`src/rtl/cblock_cfg_pkg.sv`:
```
// Shared constants and FSM state type for the connection-block config loader.
package cblock_cfg_pkg;

    localparam int CFG_W        = 18;
    localparam int DEF_WR_PULSE = 2;
    localparam int STRB_W       = 4;   // wide enough for WR_PULSE-1 with WR_PULSE up to 15

    typedef enum logic [2:0] {
        IDLE,
        SHIFT,
        SETUP,
        STROBE,
        HOLD,
        DONE
    } state_e;

    function automatic int idx_width(input int n);
        return (n > 1) ? $clog2(n) : 1;
    endfunction

endpackage

```
`src/rtl/cblock_cfg_loader_deser.sv`:
```
// Serial-to-parallel deserializer for one 18-bit config word, MSB first.
// Define CBLOCK_CFG_PARITY_EN to expect a trailing even-parity bit per word.
module cfg_deser
    import cblock_cfg_pkg::*;
(
    input  logic             clk,
    input  logic             rst_n,
    input  logic             clr,
    input  logic             accept,
    input  logic             bit_data,
    output logic             word_valid,
    output logic [CFG_W-1:0] word,
    output logic             parity_err
);

`ifdef CBLOCK_CFG_PARITY_EN
    localparam int NBITS = CFG_W + 1;
`else
    localparam int NBITS = CFG_W;
`endif
    // The register holds every bit but the last; the final bit is taken straight
    // from the input so the word is available in the cycle it completes.
    localparam int SHIFT_W = NBITS - 1;
    localparam int CNT_W   = $clog2(NBITS);

    logic [SHIFT_W-1:0] shift_q, shift_d;
    logic [CNT_W-1:0]   cnt_q, cnt_d;
    logic               last_bit;

    assign last_bit   = (cnt_q == CNT_W'(NBITS - 1));
    assign word_valid = accept && last_bit;

    always_comb begin
        // NOTE: every signal assigned here gets a default first, so no path can infer a latch.
        shift_d = shift_q;
        cnt_d   = cnt_q;
        if (clr) begin
            shift_d = '0;
            cnt_d   = '0;
        end else if (accept) begin
            shift_d = {shift_q[SHIFT_W-2:0], bit_data};
            cnt_d   = last_bit ? '0 : cnt_q + 1'b1;
        end
    end

    always_ff @(posedge clk) begin
        // NOTE: state is updated with non-blocking assignments so every flop samples pre-edge values.
        if (!rst_n) begin
            shift_q <= '0;
            cnt_q   <= '0;
        end else begin
            shift_q <= shift_d;
            cnt_q   <= cnt_d;
        end
    end

`ifdef CBLOCK_CFG_PARITY_EN
    assign word       = shift_q;
    assign parity_err = word_valid && ((^shift_q) ^ bit_data);
`else
    assign word       = {shift_q, bit_data};
    assign parity_err = 1'b0;
`endif

endmodule

```
`src/rtl/cblock_cfg_loader.sv`:
```
// Loads one serial config word per connection block and strobes its latch enable.
// Define CBLOCK_CFG_PARITY_EN to add per-word parity checking and the err flag.
module cblock_cfg_loader
    import cblock_cfg_pkg::*;
#(
    parameter int NUM_BLOCKS = 4,
    parameter int WR_PULSE   = DEF_WR_PULSE
) (
    input  logic                  clk,
    input  logic                  rst_n,
    input  logic                  start,
    input  logic                  bit_valid,
    input  logic                  bit_data,
    output logic                  bit_ready,
    output logic [CFG_W-1:0]      cfg_bits,
    output logic [NUM_BLOCKS-1:0] wr_en,
    output logic                  busy,
    output logic                  done,
    output logic                  err
);

    localparam int                IDX_W     = idx_width(NUM_BLOCKS);
    localparam logic [IDX_W-1:0]  LAST_IDX  = IDX_W'(NUM_BLOCKS - 1);
    localparam logic [STRB_W-1:0] LAST_STRB = STRB_W'(WR_PULSE - 1);

    state_e                state_q, state_d;
    logic [IDX_W-1:0]      idx_q, idx_d;
    logic [STRB_W-1:0]     strb_q, strb_d;
    logic [CFG_W-1:0]      cfg_q, cfg_d;
    logic [NUM_BLOCKS-1:0] wr_en_q, wr_en_d;
    logic                  bit_ready_q, bit_ready_d;
    logic                  busy_q, busy_d;
    logic                  done_q, done_d;
    logic                  err_q, err_d;

    logic                  deser_clr;
    logic                  accept;
    logic                  word_valid;
    logic                  parity_err;
    logic [CFG_W-1:0]      word;

    assign deser_clr = (state_q == IDLE) && start;
    assign accept    = bit_valid && bit_ready_q;

    cfg_deser u_deser (
        .clk        (clk),
        .rst_n      (rst_n),
        .clr        (deser_clr),
        .accept     (accept),
        .bit_data   (bit_data),
        .word_valid (word_valid),
        .word       (word),
        .parity_err (parity_err)
    );

    always_comb begin
        state_d = state_q;
        idx_d   = idx_q;
        strb_d  = strb_q;
        cfg_d   = cfg_q;
        err_d   = err_q;
        case (state_q)
            IDLE: begin
                if (start) begin
                    state_d = SHIFT;
                    idx_d   = '0;
                    err_d   = 1'b0;
                end
            end
            SHIFT: begin
                if (word_valid) begin
                    if (parity_err) begin
                        state_d = DONE;
                        err_d   = 1'b1;
                    end else begin
                        state_d = SETUP;
                        cfg_d   = word;
                    end
                end
            end
            SETUP: begin
                state_d = STROBE;
                strb_d  = '0;
            end
            STROBE: begin
                if (strb_q == LAST_STRB) state_d = HOLD;
                else                     strb_d  = strb_q + 1'b1;
            end
            HOLD: begin
                if (idx_q == LAST_IDX) begin
                    state_d = DONE;
                end else begin
                    state_d = SHIFT;
                    idx_d   = idx_q + 1'b1;
                end
            end
            DONE:    state_d = IDLE;
            default: state_d = IDLE;
        endcase

        // Outputs are decoded from the next state so the registered copies line up with it.
        bit_ready_d = (state_d == SHIFT);
        busy_d      = (state_d != IDLE);
        done_d      = (state_d == DONE);
        wr_en_d     = (state_d == STROBE) ? (NUM_BLOCKS'(1) << idx_d) : '0;
    end

    always_ff @(posedge clk) begin
        if (!rst_n) begin
            state_q     <= IDLE;
            idx_q       <= '0;
            strb_q      <= '0;
            cfg_q       <= '0;
            err_q       <= 1'b0;
            wr_en_q     <= '0;
            bit_ready_q <= 1'b0;
            busy_q      <= 1'b0;
            done_q      <= 1'b0;
        end else begin
            state_q     <= state_d;
            idx_q       <= idx_d;
            strb_q      <= strb_d;
            cfg_q       <= cfg_d;
            err_q       <= err_d;
            wr_en_q     <= wr_en_d;
            bit_ready_q <= bit_ready_d;
            busy_q      <= busy_d;
            done_q      <= done_d;
        end
    end

    assign bit_ready = bit_ready_q;
    assign cfg_bits  = cfg_q;
    assign wr_en     = wr_en_q;
    assign busy      = busy_q;
    assign done      = done_q;
    assign err       = err_q;

endmodule

```
`config.mk`:
```
export PLATFORM = sky130hd
export DESIGN_NAME = cblock_cfg_loader
export DESIGN_NICKNAME = d
export VERILOG_FILES = /design/src/rtl/cblock_cfg_pkg.sv /design/src/rtl/cblock_cfg_loader_deser.sv /design/src/rtl/cblock_cfg_loader.sv
export SDC_FILE = /design/constraint.sdc
export NUM_CORES = 1
export LEC_CHECK = 0
export BUFFER_PORTS_ARGS = -buffer_cell sky130_fd_sc_hd__buf_2
export CAP_MARGIN = 20
export CORE_UTILIZATION = 45
export DETAILED_ROUTE_END_ITERATION = 8
export PLACE_DENSITY = 0.74
export SETUP_SLACK_MARGIN = 0.02
export SLEW_MARGIN = 20
export SYNTH_ARGS = -nofsm -noshare
export SYNTH_HDL_FRONTEND = slang
export SYNTH_HIERARCHICAL = 1
export SYNTH_SLANG_ARGS = --single-unit
```
`constraint.sdc`:
```
create_clock -name clk -period 4.35 [get_ports clk]
set_clock_uncertainty 0.1 [all_clocks]
set_input_delay 0.435 -clock clk [delete_from_list [all_inputs] [get_ports clk]]
set_output_delay 0.435 -clock clk [all_outputs]
set_load 0.01 [all_outputs]
```
==> run_results.csv <==
group,metric,value,unit
power_and_ir_drop,p_per_area,403,nW/um^2
cells_and_area,seq_area,1140,sq um
placed_design,portBuffers,30,
route,detailroute.via_count,1714,
timing,hold_viol_final,0,
hold_path,holdPathEnd,"cfg_bits[0]$_SDFFE_PN0P_",
clocking,cts-htree-levels,3,
power_and_ir_drop,p_comb_frac,0.035,
floorplan,ioPinCount,31,
global_routing,antenna_found_initial,0,
power_and_ir_drop,power_switching,0.224,mW
clocking,clkTransAtPathRegs,0.06,ns
cells_and_area,layout.nets,284,
global_routing,track_usage,0.175,
floorplan,core,4820,sq um
clocking,post_cts_buffers,0,
hold_path,hold_depth,3,
route,drc,0,
clocking,insertion_delay,0.33,ns
timing,period_share,0.563,
worst_setup_path,end_kind,"flip-flop",
hold_path,hp-class,"input port to flip-flop",
synth,ys_types,45,
clocking,numCtsBuffers,9,
cells_and_area,n_fill_cell,465,
cells_and_area,antenna_cells,0,
floorplan,initial_core_util,0.477,
timing,rsz0062_at_grt,"no",
power_and_ir_drop,power.share.clock,0.467,
synth,ys_seq_area_frac,0.497,
route,ant_nets,0,
power_and_ir_drop,leakagePower,1.01,nW
placed_design,place_congestion,0.759,
run_status,status,"completed",
cells_and_area,stdcell_area,2630,sq um
power_and_ir_drop,p_int,0.838,mW
synth,ys_ff_latch,57,
job,drv_cap,0,
worst_setup_path,worstReg2RegStart,"bit_ready$_SDFF_PN0_",
power_and_ir_drop,peakVddDrop,0.205,mV
hold_path,holdCritStartpoint,"bit_data",
clocking,cts_resized,0,
placed_design,dp_hpwl,2.74,mm
clocking,cts_tree,"built",
worst_setup_path,path_buf_inv,1,
cells_and_area,area_growth,14.7,%
timing,clock.fmax,0.408,GHz
floorplan,rows,25,
worst_setup_path,arrival,2.59,ns
worst_setup_path,r2r_end,"cfg_bits[12]$_SDFFE_PN0P_",
worst_setup_path,critPathKind,"flip-flop to flip-flop",
clocking,max-clock-path-buffers,2,
global_routing,grt_overflow,0,
timing,fin_crit,2.45,ns
power_and_ir_drop,power_frac_seq,0.498,
clocking,cts-root-buf,"clkbuf_8",
synth,avgSynthCellArea,9.26,sq um
timing,worst_pin_slew,0.829,ns
synth,synth_top_area_cell,"dfxtp_1",
synth,ys_warn_count,6,
worst_setup_path,worstPathCellList,"and2_1 > buf_4 > and2_4 > and3_1 > and4bb_4 > and2b_1 > nand2_1 > a21oi_1",
worst_setup_path,cp_max_fo,24,
floorplan,dieArea,5390,sq um
clocking,clkSinkCount,57,
synth,yosys-top-cells-area,"dfxtp_1, mux2i_1, nand2_1",
worst_setup_path,cpPeakStageDelay,0.50,ns
worst_setup_path,cpMaxStageDelayCell,"and2b_1",
clocking,hold_buffers,0,
worst_setup_path,r2r_slack,1.90,ns
power_and_ir_drop,p_total,1.06,mW
route,routed_wl,4.27,mm
route,drt_iter0_markers,68,
floorplan,dieWidth,73.5,um
synth,syn_nets,257,
route,wl_per_cell,12.3,um
worst_setup_path,reg2regPathDepth,8,
worst_setup_path,setup.worst_path.start_class,"flip-flop",
global_routing,grt_first_pass_wirelength,6.95,mm
timing,slew_headroom,0.447,
placed_design,postPlaceCellArea,2420,sq um
synth,synth_top_area_frac,0.497,
global_routing,grt_max_degree,25,
floorplan,die_height,73.5,um
route,dr.pass1.iters,4,
synth,syn_inst,248,
route,vias_per_cell,4.94,
worst_setup_path,cp.required,4.49,ns
power_and_ir_drop,swShare,0.211,
timing,final_max_slew_viol_count,0,
cells_and_area,multi_input_area,1010,sq um
timing,setup_violations,0,
global_routing,grt_pass1_vias,1622,
timing,tns,0,ns
cells_and_area,drive_above_1_share,0.196,
synth,netlist_area,2300,sq um
worst_setup_path,cpLargestDelayFamily,"simple AND/OR/NAND/NOR gates",
-- synth_stat cells (all sizes together) --
cell,number
buf,13
and3,1
nor4b,2
dfxtp,57
nand4,2
a21oi,25
a2111oi,1
a32oi,1
mux2i,18
a211oi,2
and3b,1
inv,7
nor4,1
nor2,33
or3b,1
nor3,4
nand3,1
a32o,1
nand3b,2
nand2b,4
o21ai,5
xnor2,2
a41oi,1
and2,3
nor3b,2
nand2,39
ha,4
a21o,1
a22oi,1
and2b,1
or3,1
nor2b,2
xor2,3
and4bb,1
clkbuf,2
o21bai,1
a31o,1
conb,1
-- layer usage --
| metal | vias up | wire (um) | GRT usage |
|---|---|---|---|
| li1 | 888 | - | - |
| met1 | 791 | 2000 | 0.201 |
| met2 | 31 | 2070 | 0.283 |
| met3 | 4 | 165 | 0.0617 |
| met4 | 0 | 31 | 0.0962 |
| met5 | - | 0 | 0 |
-- cell usage in the layout, fill, tap and decap left out, drive strengths merged, types with 2 or more instances in the layout --
cell type and count:
a211oi 2, a21oi 25, and2 3, buf 31
clkbuf 15, dfxtp 57, ha 4, inv 7
mux2i 18, nand2 39, nand2b 4, nand3b 2
nand4 2, nor2 33, nor2b 2, nor3 4
nor3b 2, nor4b 2, o21ai 5, xnor2 2
xor2 3
-- cell families (layout without fill, tap and decap cells) --
logic type | count (synthesis) | after routing | synth area share
adders and majority gates | 4 | 4 | 0.0218
AOI/OAI and AO/OA | 40 | 40 | 0.113
buffers and inverters | 22 | 54 | 0.0621
other | 1 | 1 | 0.00163
and+or+nand+nor | 101 | 101 | 0.208
xor gates and xnor gates | 5 | 5 | 0.0191
DFF | 57 | 57 | 0.497
muxes | 18 | 18 | 0.0784
-- flip-flops by register name (all words and copies together) (netlist names) --
signal,count
strb_q,4
u_deser/shift_q,17
state_q,3
err,1
cfg_bits,18
idx_q,2
u_deser/cnt_q,5
wr_en,4
busy,1
bit_ready,1
done,1
-- worst register-to-register path, delay by kind of cell (launching register included) --
family          cells  cell delay (ns)
buf+inv             1             0.33
flops               1             0.31
simple gates        6             1.46
compound gates      1             0.17
-- worst max-delay path by stage --
stage / cells past startpoint / endpoint / slack (ns) / start
after global routing: 8 / cfg_bits[14]$_SDFFE_PN0P_ / 1.73 / bit_ready$_SDFF_PN0_
final: 8 / cfg_bits[12]$_SDFFE_PN0P_ / 1.90 / bit_ready$_SDFF_PN0_
after CTS: 8 / cfg_bits[6]$_SDFFE_PN0P_ / 1.91 / bit_ready$_SDFF_PN0_
after global placement: 9 / cfg_bits[8]$_SDFFE_PN0P_ / 1.79 / bit_valid
after floorplan: 10 / cfg_bits[7]$_SDFFE_PN0P_ / 2.40 / bit_valid
after detailed placement: 9 / cfg_bits[8]$_SDFFE_PN0P_ / 1.76 / bit_valid
-- per-stage QoR --
step	worst slack, ns	util	std cells	hold WS, ns
finish	1.90	0.547	347	0.257
global route	1.73	0.547	347	0.248
CTS	1.91	0.547	347	0.245
detailed placement	1.76	0.503	331	0.345
global placement	1.79	0.503	331	0.343
floorplan	2.40	-	248	0.331
-- power groups by stage --
stage | Combinational, mW | Sequential [mW] | Clock, mW
after global routing | 0.0411 | 0.529 | 0.530
after floorplan | 0.0310 | 0.540 | 0
after CTS | 0.0376 | 0.528 | 0.507
after detailed placement | 0.0373 | 0.540 | 0
after global placement | 0.0371 | 0.540 | 0
final | 0.0376 | 0.529 | 0.496
-- layout make-up --
type                    count  share of cell area
inverters                   7             0.00998
flip-flops and latches     57               0.433
well taps                  67              0.0318
clock buffers              15              0.0784
clock inverters             1             0.00190
multi-input cells         169               0.385
repair buffers             31              0.0599
Power figures use the tool's default switching activity.
